$ cat src/rtl/battle_unit.sv
// battle_unit: one combat unit that spawns, advances, attacks on a cooldown, takes damage and holds a death state.
// Ports: clk/reset (sync, active-high); canSpawn, spawnType: spawn request;
//        moveSCEN, damageSCEN, damageIn: move tick and qualified damage; unitFront: opposing front position;
//        position, damageOut, unitType, health, dead: registered unit status.
// Optional: define BATTLE_UNIT_REGEN_EN to regain 1 health per undamaged move tick.
module battle_unit #(
    parameter int POS_W        = 9,
    parameter int DMG_W        = 8,
    parameter int DIR          = 0,
    parameter int SPAWN_POS    = 0,
    parameter int ATK_COOLDOWN = 4,
    parameter int DEAD_HOLD    = 10
) (
    input  logic             clk,
    input  logic             reset,
    input  logic             canSpawn,
    input  logic [1:0]       spawnType,
    input  logic             moveSCEN,
    input  logic             damageSCEN,
    input  logic [DMG_W-1:0] damageIn,
    input  logic [POS_W-1:0] unitFront,
    output logic [POS_W-1:0] position,
    output logic [DMG_W-1:0] damageOut,
    output logic [1:0]       unitType,
    output logic [DMG_W-1:0] health,
    output logic             dead
);
    localparam int CW = $clog2(ATK_COOLDOWN + 1);
    localparam int HW = $clog2(DEAD_HOLD + 1);
    localparam logic [POS_W-1:0] SPAWN = POS_W'(SPAWN_POS);
    typedef enum logic [2:0] {IDLE = 3'd0, DEPLOY = 3'd1, ALIVE = 3'd2, DYING = 3'd3} state_t;
    function automatic logic [DMG_W-1:0] tab_hp(input logic [1:0] t);
        return t == 2'd1 ? {DMG_W{1'b1}} : t == 2'd2 ? DMG_W'(8'hC0) : DMG_W'(8'h80);
    endfunction
    function automatic logic [DMG_W-1:0] tab_pw(input logic [1:0] t);
        return t == 2'd1 ? DMG_W'(8'h20) : t == 2'd2 ? DMG_W'(8'h40) : DMG_W'(8'h80);
    endfunction
    state_t state_q, state_d;
    logic [POS_W-1:0] pos_q, pos_d;
    logic [DMG_W-1:0] dmg_q, dmg_d, hp_q, hp_d, pw_q, pw_d;
    logic [1:0] type_q, type_d, spawn_q, spawn_d;
    logic [CW-1:0] cool_q, cool_d;
    logic [HW-1:0] hold_q, hold_d;
    logic dead_q, dead_d;
    logic blocked;
    logic [POS_W-1:0] step;
    assign blocked = DIR == 0 ? pos_q >= unitFront : pos_q <= unitFront;
    // Saturating single step toward the opposing front.
    assign step = DIR == 0 ? (&pos_q ? pos_q : pos_q + 1'b1) : (~|pos_q ? pos_q : pos_q - 1'b1);
    always_comb begin
        state_d = state_q;
        pos_d   = pos_q;
        dmg_d   = '0;
        type_d  = type_q;
        hp_d    = hp_q;
        pw_d    = pw_q;
        cool_d  = cool_q;
        hold_d  = hold_q;
        spawn_d = spawn_q;
        case (state_q)
            IDLE: begin
                pos_d = SPAWN;
                if (canSpawn && spawnType != 2'd0) begin
                    spawn_d = spawnType;
                    state_d = DEPLOY;
                end
            end
            DEPLOY: begin
                hp_d    = tab_hp(spawn_q);
                pw_d    = tab_pw(spawn_q);
                type_d  = spawn_q;
                state_d = ALIVE;
            end
            ALIVE: begin
                // A lethal hit wins over any move tick in the same cycle.
                if (damageSCEN && hp_q <= damageIn) begin
                    hp_d    = '0;
                    state_d = DYING;
                    hold_d  = HW'(DEAD_HOLD - 1);
                end else begin
                    if (damageSCEN)
                        hp_d = hp_q - damageIn;
`ifdef BATTLE_UNIT_REGEN_EN
                    else if (moveSCEN && hp_q < tab_hp(type_q))
                        hp_d = hp_q + 1'b1;
`endif
                    if (moveSCEN) begin
                        if (!blocked) begin
                            pos_d  = step;
                            cool_d = '0;
                        end else if (cool_q == '0) begin
                            dmg_d  = pw_q;
                            cool_d = CW'(ATK_COOLDOWN - 1);
                        end else begin
                            cool_d = cool_q - 1'b1;
                        end
                    end
                end
            end
            DYING: begin
                if (hold_q == '0) begin
                    state_d = IDLE;
                    type_d  = '0;
                    pos_d   = SPAWN;
                end else begin
                    hold_d = hold_q - 1'b1;
                end
            end
            default: begin
                state_d = IDLE;
                pos_d   = SPAWN;
            end
        endcase
        dead_d = state_d != ALIVE;
    end
    always_ff @(posedge clk) begin
        if (reset) begin
            state_q <= IDLE;
            pos_q   <= SPAWN;
            dmg_q   <= '0;
            type_q  <= '0;
            hp_q    <= '0;
            pw_q    <= '0;
            cool_q  <= '0;
            hold_q  <= '0;
            spawn_q <= '0;
            dead_q  <= 1'b1;
        end else begin
            state_q <= state_d;
            pos_q   <= pos_d;
            dmg_q   <= dmg_d;
            type_q  <= type_d;
            hp_q    <= hp_d;
            pw_q    <= pw_d;
            cool_q  <= cool_d;
            hold_q  <= hold_d;
            spawn_q <= spawn_d;
            dead_q  <= dead_d;
        end
    end
    assign position  = pos_q;
    assign damageOut = dmg_q;
    assign unitType  = type_q;
    assign health    = hp_q;
    assign dead      = dead_q;
endmodule

$ cat config.mk
export PLATFORM = sky130hd
export DESIGN_NAME = battle_unit
export DESIGN_NICKNAME = d
export VERILOG_FILES = /design/src/rtl/battle_unit.sv
export SDC_FILE = /design/constraint.sdc
export NUM_CORES = 1
export LEC_CHECK = 0
export CORE_AREA = 4 4 88 73
export DETAILED_ROUTE_END_ITERATION = 8
export DIE_AREA = 0 0 92 77
export PLACE_DENSITY = 0.71
export SYNTH_ARGS = -nofsm -noshare
export SYNTH_HDL_FRONTEND = slang
export SYNTH_SLANG_ARGS = --single-unit
$ cat constraint.sdc
create_clock -name clk -period 3.75 [get_ports clk]
set_input_delay 0.75 -clock clk [delete_from_list [all_inputs] [get_ports clk]]
set_output_delay 0.75 -clock clk [all_outputs]
set_load 0.02 [all_outputs]
==> run summary <==
The HPWL after detailed placement is 4.29 mm. The type of the tightest min-delay check was reg2reg. The first-pass iteration count of the detailed router is 4.

Fill cells in the final layout number 534. The largest fanout on the critical path works out to 9. The synthesized netlist devotes 23.6% of its cell area to compound gates. The static leakage power was 1.20 nW. In this run, the number of DRC markers left after iteration 0 of detailed routing was 94.

The first global-routing pass estimated 9.67 mm of wire. The fraction of registers with async set or reset after synthesis was 0%; the count of vias placed by the detailed router was 2,213. The core area is 5470 µm². The minimum clock period was 2.93 ns; the I/O pin total was 52. Summing every instance area after synthesis gives 2450 µm². Buffers placed on the I/O ports in this run total 46. The final wirelength came out at 5.59 mm. Global routing consumed, over all layers together, 16.2% of the routing resources. Once the clock tree was built, the resizer swapped 0 gates to a different size.

The number of antenna diodes in the final layout is 0. Once detail routing completed, the nets flagged for antenna violations numbered 0. In the synthesized netlist, mux cells make up 0% of the area.

The largest single stage delay on the critical path is 0.40 ns. STA classifies the critical path endpoint as a register. The run gives 0.342 GHz as the maximum clock frequency. The tools report the post-route setup TNS as 0 ns.

Data on the critical path is required at its endpoint by 3.94 ns. Sequential cells were found to cover 31.1% of the synthesized design area. The peak supply drop came out at 240 µV. After synthesis, the largest family of logic cells by area is compound AO/OA/AOI/OAI gates.

The finished layout holds 420 standard cells, fillers aside. The tool flagged a number of max-cap violations equal to 0. The fraction of layout cells with a size suffix above 1 works out to 5.85%. The net count of the finished layout is 392.

In this run, placement finished with an instance count of 413. Path depth of the worst reg2reg path: 8. Number of hold violations in the final report: 0. The cell type of the slowest stage on the worst timing path is sky130_fd_sc_hd__clkdlybuf4s50_1.

The fraction of the mapped netlist area in adder cells came out at 13.6%. TritonCTS built the clock tree. The count of yosys warnings during synthesis came out at 0.

The sort of element at the start of the critical path was a primary input. The worst slew margin relative to its limit came out at 60.9%. The H-tree was split into 2 levels. The library cell used most frequently in the layout, excluding fill and tap cells, is sky130_fd_sc_hd__clkdlybuf4s50_1. The clock slew at the register clock pins of the worst setup and hold paths was 0.07 ns. The cell type group with the largest total delay on the critical path is compound AO/OA/AOI/OAI gates.

TritonCTS created 5 clock buffers. In the routed design, unresolved DRC markers number 0. The number of hold buffers added after CTS was 0. The flow ran to the end, and the final reports show no timing, DRC or antenna violations. The average via count per standard cell is 5.27, and the routability congestion estimate is 0.889. For the via count of the first global-routing pass, the log shows 2,110. For this configuration, the core starts out at a cell density of 44.8%. The maximum buffer depth of the clock tree is 2.

In this run the horizontal extent of the chip is 92 µm. The number of setup violations in the final report was 0. The worst path buffer plus inverter count came out at 1. The critical path is of the in2reg type.

For the pin with the worst max-slew slack, the measured transition is 0.586 ns. The gate count of the mapped netlist is 295. The average instance area after synthesis works out to 8.30 µm². The initial antenna violation count was 0; the post-CTS setup buffer count was 0. The run gives 0 as the global-route congestion overflow total. The simple-gate share of the synthesized area was 22.2%. The maximum clock skew at final layout was 0.00747 ns; the fraction of the cycle the final worst path needs was 78.0%.

The later pin in the worst-skew pair is clocked with a latency of 0.29 ns. The total count of max-transition violations in the final report was 0; the detailed-route wire length per cell was 13.3 µm. In this run, synthesis produced a sequential element count of 38.

Entering global routing, the biggest net connects 31 pins. Setup repair after global routing left no endpoint under its margin. The dominant synthesized flop cell is sky130_fd_sc_hd__dfxtp_1. The fraction of synthesized cell area in xor and xnor cells is 1.07%. The synthesized netlist contains 57 unique library cells. The run gives 24 as the number of rows created at floorplan.

The critical path runs through a total of 9 cells. In the layout the commonest cells are sky130_fd_sc_hd__clkdlybuf4s50_1 (46), sky130_fd_sc_hd__dfxtp_1 (38), sky130_fd_sc_hd__inv_1 (31). The clock drives 38 sinks.

The floorplan step set the die height to 77 µm. For the arrival time at the worst endpoint, the log shows 3.12 ns. Yosys mapped a number of flops with a built-in enable equal to 0. The clock root buffer is sky130_fd_sc_hd__clkbuf_8. The die covers 7080 µm².

The worst hold path depth was 1. The critical path goes through clkdlybuf4s50_1 -> ha_1 -> fa_1 -> nand2b_1 -> a211oi_2 -> o21ba_2 -> and2_1 -> nor2_1 -> a311oi_1. The total power per unit cell area is 256 nW/µm². The area overhead of the layout relative to synthesis was 23.6%.
power by group:
group          leakage (nW)  total, mW  internal, mW  switching [mW]
clock network        0.0383      0.260         0.128           0.133
registers             0.307      0.413         0.408         0.00451
logic                 0.852      0.102        0.0502          0.0517
total                  1.20      0.775         0.586           0.189
cell usage after synthesis (2+ instances only):
cell type / n / area, µm²
sky130_fd_sc_hd__clkbuf_1: 4 / 15.0
sky130_fd_sc_hd__and2_1: 5 / 31.3
sky130_fd_sc_hd__nor3_1: 2 / 10.0
sky130_fd_sc_hd__nand4_1: 3 / 18.8
sky130_fd_sc_hd__nor2_1: 23 / 86.3
sky130_fd_sc_hd__nor4_1: 6 / 37.5
sky130_fd_sc_hd__o31a_1: 7 / 61.3
sky130_fd_sc_hd__nand3b_1: 5 / 37.5
sky130_fd_sc_hd__a221oi_1: 2 / 17.5
sky130_fd_sc_hd__xor2_1: 2 / 17.5
sky130_fd_sc_hd__inv_1: 31 / 116
sky130_fd_sc_hd__a21oi_1: 18 / 90.1
sky130_fd_sc_hd__o21a_1: 8 / 60.1
sky130_fd_sc_hd__nor2b_1: 3 / 18.8
sky130_fd_sc_hd__buf_6: 2 / 22.5
sky130_fd_sc_hd__o21ai_0: 14 / 70.1
sky130_fd_sc_hd__or2_2: 2 / 12.5
sky130_fd_sc_hd__nand3_1: 8 / 40.0
sky130_fd_sc_hd__o41ai_1: 2 / 17.5
sky130_fd_sc_hd__a31oi_1: 3 / 18.8
sky130_fd_sc_hd__a22oi_1: 2 / 15.0
sky130_fd_sc_hd__a211oi_2: 2 / 25.0
sky130_fd_sc_hd__dfxtp_1: 38 / 761
sky130_fd_sc_hd__nor3b_1: 3 / 22.5
sky130_fd_sc_hd__o31ai_1: 2 / 15.0
sky130_fd_sc_hd__nand2_1: 25 / 93.8
sky130_fd_sc_hd__nand2b_1: 6 / 37.5
sky130_fd_sc_hd__and3_1: 3 / 18.8
sky130_fd_sc_hd__ha_1: 25 / 313
sky130_fd_sc_hd__buf_4: 6 / 45.0
sky130_fd_sc_hd__a211oi_1: 7 / 52.6
final timing paths:
check	start	endpoint	slack [ns]
hold / removal	pw_q[6]	damageOut[6]	0.46
setup / recovery	damageIn[0]	position[0]	0.82
setup reg to reg	position[0]	position[7]	1.31
hold reg to reg	pw_q[6]	damageOut[6]	0.46
metrics by stage:
step | area (µm²) | hold slack (ns) | util (%) | worst slack [ns] | power [mW]
after floorplan | 2470 | 0.430 | - | 1.05 | 0.484
after global placement | 2950 | 0.439 | 54.0 | 0.555 | 0.522
after detailed placement | 2950 | 0.447 | 54.0 | 0.524 | 0.523
after CTS | 3030 | 0.460 | 55.4 | 0.805 | 0.786
after global routing | 3030 | 0.480 | 55.4 | 0.663 | 0.810
final | 3030 | 0.457 | 55.4 | 0.824 | 0.775
per-layer routing:
metal / wire, µm / track usage [%] / part of all wire [%] / vias up
li1: - / - / - / 1136
met1: 2780 / 21.5 / 50 / 1016
met2: 2410 / 25.7 / 43 / 54
met3: 347 / 4.50 / 6.2 / 7
met4: 61 / 4.60 / 1.1 / 0
met5: 0 / 0 / 0 / -
cell type report:
class	instances	area, µm²	area share (%)
inverters	32	120	3.97
multi-input cells	218	1500	49.7
flip-flops and latches	38	761	25.1
repair buffers	47	468	15.5
well taps	78	97.6	3.22
clock buffers	7	76.3	2.52
sequential cells by signal, summed over array words and instances, names as in the netlist:
name / flops
cool_q: 3
damageOut: 3
dead: 1
health: 8
hold_q: 4
position: 9
pw_q: 3
spawn_q: 2
state_q: 3
unitType: 2
cell families (layout without fill, tap and decap cells):
group	Yosys count	in the layout
AO/OA/AOI/OAI	81	81
XOR/XNOR	3	3
AND/OR/NAND/NOR	102	102
other	1	6
flip-flops	38	38
buffers and inverters	44	86
adder cells (fa/ha/maj)	26	26
worst reg2reg max path: cells and delay by family, from the launching register on:
kind,cells,cell delay (ns)
AOI/OAI and AO/OA,4,1.08
DFF,1,0.50
and+or+nand+nor,2,0.40
adders and majority gates,1,0.27
buffers and inverters,1,0.08
No activity file was read; power rests on OpenSTA's default activity.
